**src/rtl/fft_pkg.sv**
```systemverilog
// fft_pkg: shared defaults and display state encoding for the FFT output stage
package fft_pkg;
   localparam int DATA_W_DEF = 16;
   localparam int N_BINS_DEF = 8;
   localparam logic [0:0] ST_LOAD = 1'b0;
   localparam logic [0:0] ST_SHOW = 1'b1;
endpackage

```
**src/rtl/switch_debounce.sv**
```systemverilog
// switch_debounce: synchronise a raw board switch, debounce it, flag debounced rising edges
module switch_debounce #(
   parameter int DEB_CYCLES = 2
) (
   input  logic clk,
   input  logic reset,
   input  logic switch,
   output logic level,
   output logic rise_pulse
);
   localparam int CNT_W = DEB_CYCLES > 1 ? $clog2(DEB_CYCLES) : 1;
   logic sync1_q, sync2_q, level_q, level_d, settle;
   logic [CNT_W-1:0] cnt_q, cnt_d;
   // count disagreeing cycles; accept the new level once it has held long enough
   always_comb begin
      settle = (sync2_q != level_q) && (cnt_q == CNT_W'(DEB_CYCLES - 1));
      cnt_d = (sync2_q == level_q || settle) ? '0 : cnt_q + 1'b1;
      level_d = settle ? sync2_q : level_q;
   end
   // two-flop synchroniser plus debounce state
   always_ff @(posedge clk or negedge reset) begin
      if (!reset) begin
         sync1_q <= 1'b0;
         sync2_q <= 1'b0;
         cnt_q <= '0;
         level_q <= 1'b0;
      end else begin
         sync1_q <= switch;
         sync2_q <= sync1_q;
         cnt_q <= cnt_d;
         level_q <= level_d;
      end
   end
   // pulse is high in the cycle whose edge raises the level, so consumers step on that same edge
   assign rise_pulse = level_d & ~level_q;
   assign level = level_q;
endmodule

```
**src/rtl/fft_bin_display.sv**
```systemverilog
// fft_bin_display: capture one FFT frame and step the displayed bin on each switch press
module fft_bin_display
   import fft_pkg::*;
#(
   parameter int N_BINS = N_BINS_DEF,
   parameter int DATA_W = DATA_W_DEF,
   parameter int DEB_CYCLES = 2,
   localparam int IDX_W = $clog2(N_BINS)
) (
   input  logic              clk,
   input  logic              reset,
   input  logic              in_valid,
   output logic              in_ready,
   input  logic [DATA_W-1:0] in_data,
   input  logic              in_last,
   input  logic              rearm,
   input  logic              switch,
   output logic [DATA_W-1:0] array,
   output logic [IDX_W-1:0]  bin_idx,
   output logic              frame_ok,
   output logic              err_len
);
   logic [0:0] state_q, state_d;
   logic [IDX_W-1:0] wr_ptr_q, wr_ptr_d, bin_idx_q, bin_idx_d;
   logic [DATA_W-1:0] array_q, array_d;
   logic frame_ok_q, frame_ok_d, err_len_q, err_len_d;
   logic [DATA_W-1:0] mem_q [N_BINS];
   logic step, xfer, at_end, sw_level_unused;

   switch_debounce #(.DEB_CYCLES(DEB_CYCLES)) u_deb (
      .clk(clk),
      .reset(reset),
      .switch(switch),
      .level(sw_level_unused),
      .rise_pulse(step)
   );

   assign in_ready = state_q == ST_LOAD;
   assign xfer = in_valid && in_ready;
   assign at_end = wr_ptr_q == IDX_W'(N_BINS - 1);

   // LOAD collects words and checks frame length; SHOW refreshes the display and steps the index
   always_comb begin
      state_d = state_q;
      wr_ptr_d = wr_ptr_q;
      bin_idx_d = bin_idx_q;
      array_d = array_q;
      frame_ok_d = frame_ok_q;
      err_len_d = err_len_q;
      if (state_q == ST_LOAD) begin
         if (xfer) begin
            wr_ptr_d = (at_end || in_last) ? '0 : wr_ptr_q + 1'b1;
            err_len_d = err_len_q | (at_end != in_last);
            if (at_end && in_last) begin
               state_d = ST_SHOW;
               bin_idx_d = '0;
               frame_ok_d = 1'b1;
            end
         end
      end else if (rearm) begin
         state_d = ST_LOAD;
         frame_ok_d = 1'b0;
      end else begin
         array_d = mem_q[bin_idx_q];
         bin_idx_d = bin_idx_q + IDX_W'(step);
      end
   end

   // control and display registers
   always_ff @(posedge clk or negedge reset) begin
      if (!reset) begin
         state_q <= ST_LOAD;
         wr_ptr_q <= '0;
         bin_idx_q <= '0;
         array_q <= '0;
         frame_ok_q <= 1'b0;
         err_len_q <= 1'b0;
      end else begin
         state_q <= state_d;
         wr_ptr_q <= wr_ptr_d;
         bin_idx_q <= bin_idx_d;
         array_q <= array_d;
         frame_ok_q <= frame_ok_d;
         err_len_q <= err_len_d;
      end
   end

   // frame buffer; contents are don't-care after reset so it carries none
   always_ff @(posedge clk) begin
      if (xfer) mem_q[wr_ptr_q] <= in_data;
   end

   assign array = array_q;
   assign bin_idx = bin_idx_q;
   assign frame_ok = frame_ok_q;
   assign err_len = err_len_q;
endmodule

```
**config.mk**
```make
export PLATFORM = sky130hd
export DESIGN_NAME = fft_bin_display
export DESIGN_NICKNAME = d
export VERILOG_FILES = /design/src/rtl/fft_pkg.sv /design/src/rtl/switch_debounce.sv /design/src/rtl/fft_bin_display.sv
export SDC_FILE = /design/constraint.sdc
export NUM_CORES = 1
export LEC_CHECK = 0
export BUFFER_PORTS_ARGS = -buffer_cell sky130_fd_sc_hd__buf_2
export CAP_MARGIN = 10
export CORE_MARGIN = 1.5
export CORE_UTILIZATION = 60
export DETAILED_ROUTE_END_ITERATION = 8
export PLACE_DENSITY = 0.79
export RECOVER_POWER = 50
export SETUP_SLACK_MARGIN = 0.4
export SYNTH_ARGS = -nofsm -noshare
export SYNTH_HDL_FRONTEND = slang
export SYNTH_SLANG_ARGS = --single-unit
```
**constraint.sdc**
```tcl
create_clock -name clk -period 6.4 [get_ports clk]
set_input_delay 0.96 -clock clk [delete_from_list [all_inputs] [get_ports clk]]
set_output_delay 0.96 -clock clk [all_outputs]
set_load 0.01 [all_outputs]
```
# ---- Yosys cells after proc, flatten, opt, wreduce, memory -nomap -nowiden
# Memory sizes are Yosys's and may differ from the RTL's. A register that Yosys moved wholly into a read port is not among the register bits.
# Cells that the tools add are included.
dict set report totals {
  regBits 13
  ram_bits 128
  input_bits 22
  output_inout_bits 22
  elab_cells 53
  n_memories 1
}
# name words width rd rd_ports_with_merged_regs wr line
set mem_list {}
lappend mem_list {mem_q 8 16 1 1 1 fft_bin_display.sv:27} ;# logic [DATA_W-1:0] mem_q [N_BINS];
dict set report op_classes {
  add_sub_neg 3
  n_eq_ne 6
  n_mux 17
  n_bitwise 5
  reduce_logical 12
}
# cell count
set ops {}
lappend ops {{$mux W3} 5}
lappend ops {{$mux W1} 12}
lappend ops {{$reduce_and A3 Y1} 2}
lappend ops {{$ne A2 B2 Y1 const B} 2}
lappend ops {{$reduce_and A2 Y1} 2}
lappend ops {{$reduce_bool A2 Y1} 2}
lappend ops {{$add A3 B1 Y3} 1}
lappend ops {{$add A3 B1 Y3 const B} 1}
lappend ops {{$eq A3 B3 Y1 const B} 1}
lappend ops {{$logic_and A1 B1 Y1} 3}
lappend ops {{$not A1 Y1} 3}
lappend ops {{$logic_or A1 B1 Y1} 2}
lappend ops {{$ne A1 B1 Y1} 2}
lappend ops {{$add A1 B1 Y1 const B} 1}
lappend ops {{$and A1 B1 Y1} 1}
lappend ops {{$eq A1 B1 Y1} 1}
lappend ops {{$logic_not A1 Y1} 1}
lappend ops {{$or A1 B1 Y1} 1}

# ---- Logic depth before layout (Yosys ltp)
# Gate-level depths: netlist of the first run.
dict set report logic_depth {
  ltp_word 7
  ltp_mapped 7
  ltp_nobuf 7
}

# ---- Hierarchy
# Synthesis of the first run repeated with hierarchy kept, for this count alone.
dict set report unflattened {
  hier_cells 362
  hier_area_um2 6164.7
}
# mod instances cells_each area_each_um2 seq_area_each_um2
set modules_own_cells {}
lappend modules_own_cells {fft_bin_display 1 352 6035.8 4469.3}
lappend modules_own_cells {switch_debounce 1 10 128.9 100.1}

# ---- Worst setup path after synthesis of the first run
# No wires, ideal clock.
dict set report synth_path {
  path_type {input -> register}
  startpoint {input port in_valid}
  endpoint {memory mem_q[4][0] (netlist bit) (enable)}
  setup_time_ps 430
  arrival_ps 2591
  required_time_ps 5970
  setup_slack_ps 3379
  stages 2
  n_path_buf 0
  cell_sequence {nand2_1 -> nor4_1}
}
dict set report synth_via {
  elab_chain_cells 3
}
# item line
set synth_rtl {}
lappend synth_rtl {{start, declared} fft_bin_display.sv:12} ;# input logic in_valid,
lappend synth_rtl {{$logic_and A1 B1 Y1} fft_bin_display.sv:39} ;# assign xfer = in_valid && in_ready;
lappend synth_rtl {{$mux W1} fft_bin_display.sv:90} ;# if (xfer) mem_q[wr_ptr_q] <= in_data;
lappend synth_rtl {{$mux W1 (implied by the code)} fft_bin_display.sv:90}
lappend synth_rtl {{end, declared} fft_bin_display.sv:27}
# No other way between the ends.

# ---- Final worst setup path of the first run
dict set report layout_path {
  startpoint {input port in_valid}
  endpoint {memory mem_q[6][11] (netlist bit) (enable)}
}
# The elaborated chain is that of the path after synthesis.

==> impl_metrics.ini, run 1 <==
[setup_path]
crit_required_ps = 6530
critPathLaunchType = input port
worstPathArrival_ps = 2570
worst_setup_path_end_kind = flop
worstSetupPathType = in2reg
path_max_fanout = 16

[die]
dieArea_sq_mm = 0.01097
die_w_microns = 104.7
dieHeight_microns = 104.7
pin_count = 44
core_sq_mm = 0.009910
start_util = 0.6266
rows = 36

[logic_synthesis]
synth_commonest_cells = edfxtp_1 (128), mux2i_1 (32), dfrtp_1 (29), nand2_1 (26), mux2_2 (22)
async_flop_share = 0.1847
seq_area_frac_synth = 0.7358
synth_edf_count = 128
syn_inst = 362
synth_top_area_share = 0.6190
synth-seq-cells = 157
avgSynthCellArea_sq_um = 17.15
synth_warnings = 0
synthFlopType = edfxtp_1
synth.most_common_cell = edfxtp_1
yosys.area.top_type = edfxtp_1
syn_nets = 390
synth_area_leaders = edfxtp_1 (62%), dfrtp_1 (12%), mux2i_1 (5.2%)
synth_cell_types = 28
synth_area_sq_mm = 0.006210

[detailed_routing]
vias = 3277
route.detailed.drc = 0
viasPerCell = 5.821
antenna_left = 0
totalWireLength_microns = 11680
drt-pass1-iter-count = 4
wl_per_cell_microns = 20.75
drtIter0Drc = 201

[worst_hold_path]
hold_class = reg2reg

[global_routing]
first_global_vias = 3410
grt_start_max_net_pins = 67
grt_busiest_layer = met2
grt_util_met3 = 0.05614
met1_usage = 0.3024
grt_pass1_wl_microns = 18370
antenna_found_initial = 0
gr-usage-met2 = 0.3702
grt-ovfl-total = 0
grt.total_usage = 0.2313

[sta]
finalWorstSetupSlack_ps = 3959
tightest_slew_ps = 1857
fmax_mhz = 409.6
skew_ps = 8.012
post-route-period-util = 0.3815
rsz0062_at_grt = false
setup_violations = 0
fin_worst_hold_slack_ps = 360.9
hold_viol = 0
fin_crit_ps = 2441
finalSetupTns_ps = 0
slew_headroom = -0.2383
final_max_slew_viol_count = 30

[finish]
fin_cells = 563
syn2layout_area_growth_pct = 15.11
n_antenna_cell = 0
drive_gt1_frac = 0.2558
postLayoutCellArea_sq_mm = 0.007148
fill_cells = 626
fin_nets = 445

[clock_network]
cts.path.max_buffers = 2
ctsResizeCount = 0
path_clk_slew_ps = 60
cts_sinks = 157
cts_setup_buffers = 0
clock_latency_ps = 530
hold_buffers = 0
numCtsBuffers = 17
h-tree-depth = 4
cts_tree = built
clockRootBuffer = clkbuf_8

[power]
p_leak_nw = 2.778
powerDensity_mw_per_mm2 = 331.7
ir_drop_mv = 0.3100

[outcome]
violations = capacitance limit, slew limit
status = finished, violations left

[flow_run]
max-cap-violations = 1

[placement]
dp_slack_ps = 3698
dp_cells = 531
gp_congestion = 0.7270
port_buffers = 43
dp_hpwl_microns = 6325
place_area_sq_mm = 0.006589
==> per-stage QoR <==
step	power (mW)	util
after floorplan	1.338	-
after global placement	1.395	0.6649
after detailed placement	1.403	0.6649
after CTS	2.391	0.7245
after global routing	2.450	0.7213
final	2.371	0.7213
==> power by group <==
| part | switching (mW) | internal (mW) |
|---|---|---|
| combinational | 0.121 | 0.0856 |
| clock | 0.391 | 0.599 |
| sequential | 0.0211 | 1.15 |
| total | 0.533 | 1.84 |
==> registers in the layout, indices dropped and copies added (netlist names) <==
| name | count |
|---|---|
| u_deb.level | 1 |
| bin_idx | 3 |
| u_deb.sync2_q | 1 |
| frame_ok | 1 |
| u_deb.sync1_q | 1 |
| mem_q | 128 |
| u_deb.cnt_q | 1 |
| err_len | 1 |
| array | 16 |
| state_q | 1 |
| wr_ptr_q | 3 |
==> logic make-up (layout without fill, tap and decap cells) <==
family,Yosys count,in the layout,synth area share
DFF,157,157,0.7358
adders and majority gates,6,6,0.01209
and+or+nand+nor,49,49,0.03627
AOI/OAI and AO/OA,59,59,0.08059
buffers and inverters,25,93,0.02277
xor gates and xnor gates,2,2,0.002821
muxes,64,64,0.1096
==> path summary, 6_finish.rpt <==
kind | start | cells past startpoint | to | slack (ps)
max in group asynchronous | reset | 1 | bin_idx[0] | 4260
worst min register to register | u_deb.sync1_q | 0 | u_deb.sync2_q | 360
min in group asynchronous | reset | 1 | wr_ptr_q[0] | 930
worst max-delay path | in_valid | 4 | mem_q[6][11] | 3960
worst min-delay path | u_deb.sync1_q | 0 | u_deb.sync2_q | 360
worst max register to register | wr_ptr_q[1] | 3 | mem_q[6][11] | 4190
==> cells in the final DEF, fill, tap and decap left out, drive strengths merged <==
| master | count |
|---|---|
| edfxtp | 128 |
| nor4 | 1 |
| o31ai | 16 |
| nor2b | 2 |
| ha | 6 |
| o21ai | 8 |
| a22o | 16 |
| nand3b | 3 |
| bufinv | 3 |
| clkinv | 4 |
| buf | 35 |
| nand3 | 2 |
| nor2 | 6 |
| xnor2 | 2 |
| inv | 9 |
| mux2i | 32 |
| o22ai | 17 |
| a31o | 1 |
| nor3 | 4 |
| nand2b | 4 |
| clkbuf | 39 |
| nand2 | 26 |
| a21oi | 1 |
| mux2 | 32 |
| dfrtp | 29 |
| or3b | 1 |
| clkinvlp | 3 |
==> per-layer routing <==
layer / vias up / part of all wire / routed length [microns]
met2: 106 / 0.51 / 5971
met3: 11 / 0.063 / 740
met1: 1642 / 0.42 / 4855
met4: 0 / 0.0098 / 114
li1: 1518 / - / -
met5: - / 0 / 0
==> worst max-delay path: stages <==
cell	delay [ps]
clkbuf_1	260
nand3_1	150
nor3_1	150
clkbuf_1	1030
==> final cells by class <==
| class | count | area, sq um | area share |
|---|---|---|---|
| Clock inverter | 12 | 165.2 | 0.02311 |
| Tap cell | 133 | 166.4 | 0.02328 |
| Timing Repair Buffer | 54 | 271.5 | 0.03798 |
| Clock buffer | 20 | 425.4 | 0.05951 |
| Inverter | 7 | 26.28 | 0.003676 |
| Multi-Input combinational cell | 180 | 1523 | 0.2130 |
| Sequential cell | 157 | 4571 | 0.6394 |
Power figures use the tool's default switching activity.
==> inputs of run 2 (changes only) <==
CORE_UTILIZATION = 59   (was 60)
PLACE_DENSITY = 0.78   (was 0.79)
clock period = 2.3 ns   (was 6.4 ns; I/O delays follow)
==> run 2 against run 1 <==
The run now ends clean. Worst hold slack lost 280 ps. Global-route usage shrank 0.15 points. Clock power grew to 2.9 times the previous value. Power grew to 2.8 times the previous value. Cell count grew 1.2%. Sequential share of layout area shrank 0.82 points. Critical path depth shrank 2. Die area grew 1.6%. Clock skew shrank 3.3 ps. Core utilization shrank 1.7 points. Via count grew 1.0%. Highest routed layer unchanged.
==> impl_metrics.ini, run 2 (synthesized netlist as in run 1, its figures left out) <==
[detailed_routing]
totalWireLength_microns = 11950
drt-pass1-iter-count = 4
viasPerCell = 5.809
route.detailed.drc = 0
vias = 3311
antenna_left = 0
wl_per_cell_microns = 20.96
drtIter0Drc = 215

[sta]
hold_viol = 0
skew_ps = 4.732
tightest_slew_ps = 715.3
final_max_slew_viol_count = 0
finalSetupTns_ps = 0
setup_violations = 0
fin_crit_ps = 1818
fmax_mhz = 550.1
finalWorstSetupSlack_ps = 482.0
post-route-period-util = 0.7904
slew_headroom = 0.5231
rsz0062_at_grt = false

[die]
die_w_microns = 105.6
pin_count = 44
core_sq_mm = 0.01028
dieArea_sq_mm = 0.01115
start_util = 0.6042
dieHeight_microns = 105.6
rows = 37

[clock_network]
numCtsBuffers = 17
path_clk_slew_ps = 60
cts_sinks = 157
cts.path.max_buffers = 2
cts_tree = built
h-tree-depth = 4
clockRootBuffer = clkbuf_8
clock_latency_ps = 530

[power]
pwr-share-comb = 0.089
p_sw_mw = 1.498
pwr-share-clk = 0.423
p_leak_nw = 2.790
switching_share = 0.2233
p_total_mw = 6.711
ir_drop_mv = 0.5933
powerDensity_mw_per_mm2 = 926.6
p_seq_frac = 0.488
p_int_mw = 5.213

[finish]
fin_nets = 449
final_cell_mix = edfxtp_1 (128), mux2i_1 (32), dfrtp_1 (27), nand2_1 (26), clkbuf_1 (23)
fill_cells = 688
n_antenna_cell = 0
syn2layout_area_growth_pct = 16.64
largest_register = mem_q
final_common_cell = edfxtp_1
drive_gt1_frac = 0.2650
largest_reg_flops = 128

[setup_path]
crit_buf_inv = 2
path_max_fanout = 67
critPathLaunchType = flop
slowest_delay_ps = 370
cp_top_family = buffers and inverters
path_cells = buf_12 > buf_2
worstPathArrival_ps = 1470
crit_required_ps = 1960
worstSetupPathType = reg2out
cpMaxStageDelayCell = dfrtp_2
worst_setup_path_end_kind = output port

[global_routing]
first_global_vias = 3244
antenna_found_initial = 0
grt-ovfl-total = 0
grt.total_usage = 0.2298
grt_pass1_wl_microns = 18290
grt_start_max_net_pins = 68

[outcome]
status = finished clean

[placement]
dp_hpwl_microns = 7292
dp_slack_ps = 547.5
gp_congestion = 0.7698
port_buffers = 43

[flow_run]
max-cap-violations = 0

[worst_hold_path]
hold_class = in2reg
==> run 2: changes by cell type in the layout (fill, tap and decap cells not counted), moves of 2 or more <==
cell	delta
buf_2	-5
clkinvlp_4	+2
dlygate4sd3_1	+2
clkinv_4	-4
clkinv_2	+3
buf_4	+2
nor2_1	-3
nor2_2	+3
==> run 2: power groups by stage <==
stage               clock network, mW  logic (mW)  registers (mW)
floorplan                           0       0.407            3.32
global placement                    0       0.580            3.32
detailed placement                  0       0.601            3.33
CTS                              2.88       0.610            3.28
global route                     3.00       0.647            3.28
finish                           2.84       0.597            3.28
==> run 2: layout make-up <==
cell class	instances	area, sq um	area share
flip-flops and latches	157	4572	0.6312
multi-input cells	180	1550	0.2140
clock buffers	17	414.1	0.05718
repair buffers	58	316.6	0.04370
clock inverters	15	193.9	0.02677
well taps	136	170.2	0.02349
inverters	7	26.28	0.003628
==> run 2: path summary, 6_finish.rpt <==
check	cells past startpoint	slack (ps)	start	endpoint
setup / recovery	2	480	bin_idx[0]	bin_idx[0]
hold / removal	2	80	rearm	frame_ok
setup reg to reg	3	540	wr_ptr_q[1]	mem_q[0][3]
hold reg to reg	0	370	u_deb.sync1_q	u_deb.sync2_q
max in group asynchronous	2	1400	reset	state_q
min in group asynchronous	2	400	reset	u_deb.level
==> run 2: through the flow <==
step	util	instances	area (sq um)	hold slack [ps]
after global routing	0.7048	570	7243	89.62
final	0.7048	570	7243	78.55
after floorplan	-	362	6240	49.41
after CTS	0.7075	570	7271	53.13
after global placement	0.6463	536	6643	346.7
after detailed placement	0.6463	536	6643	350.9
==> run 2: timing repair <==
item                                   CTS  global route
setup buffers                            0             0
setup endpoints to repair                0             1
endpoints found under the hold margin   30             0
hold buffers                             2             0
gates resized for setup                  0             1
==> run 2: routing by layer <==
layer	up-vias	wire length, microns	part of all wire	GRT usage
met1	1651	5159	0.43	0.3447
met3	15	948	0.079	0.05875
met5	-	0	0	0
met4	0	187	0.016	0.08687
li1	1526	-	-	-
met2	119	5651	0.47	0.3277
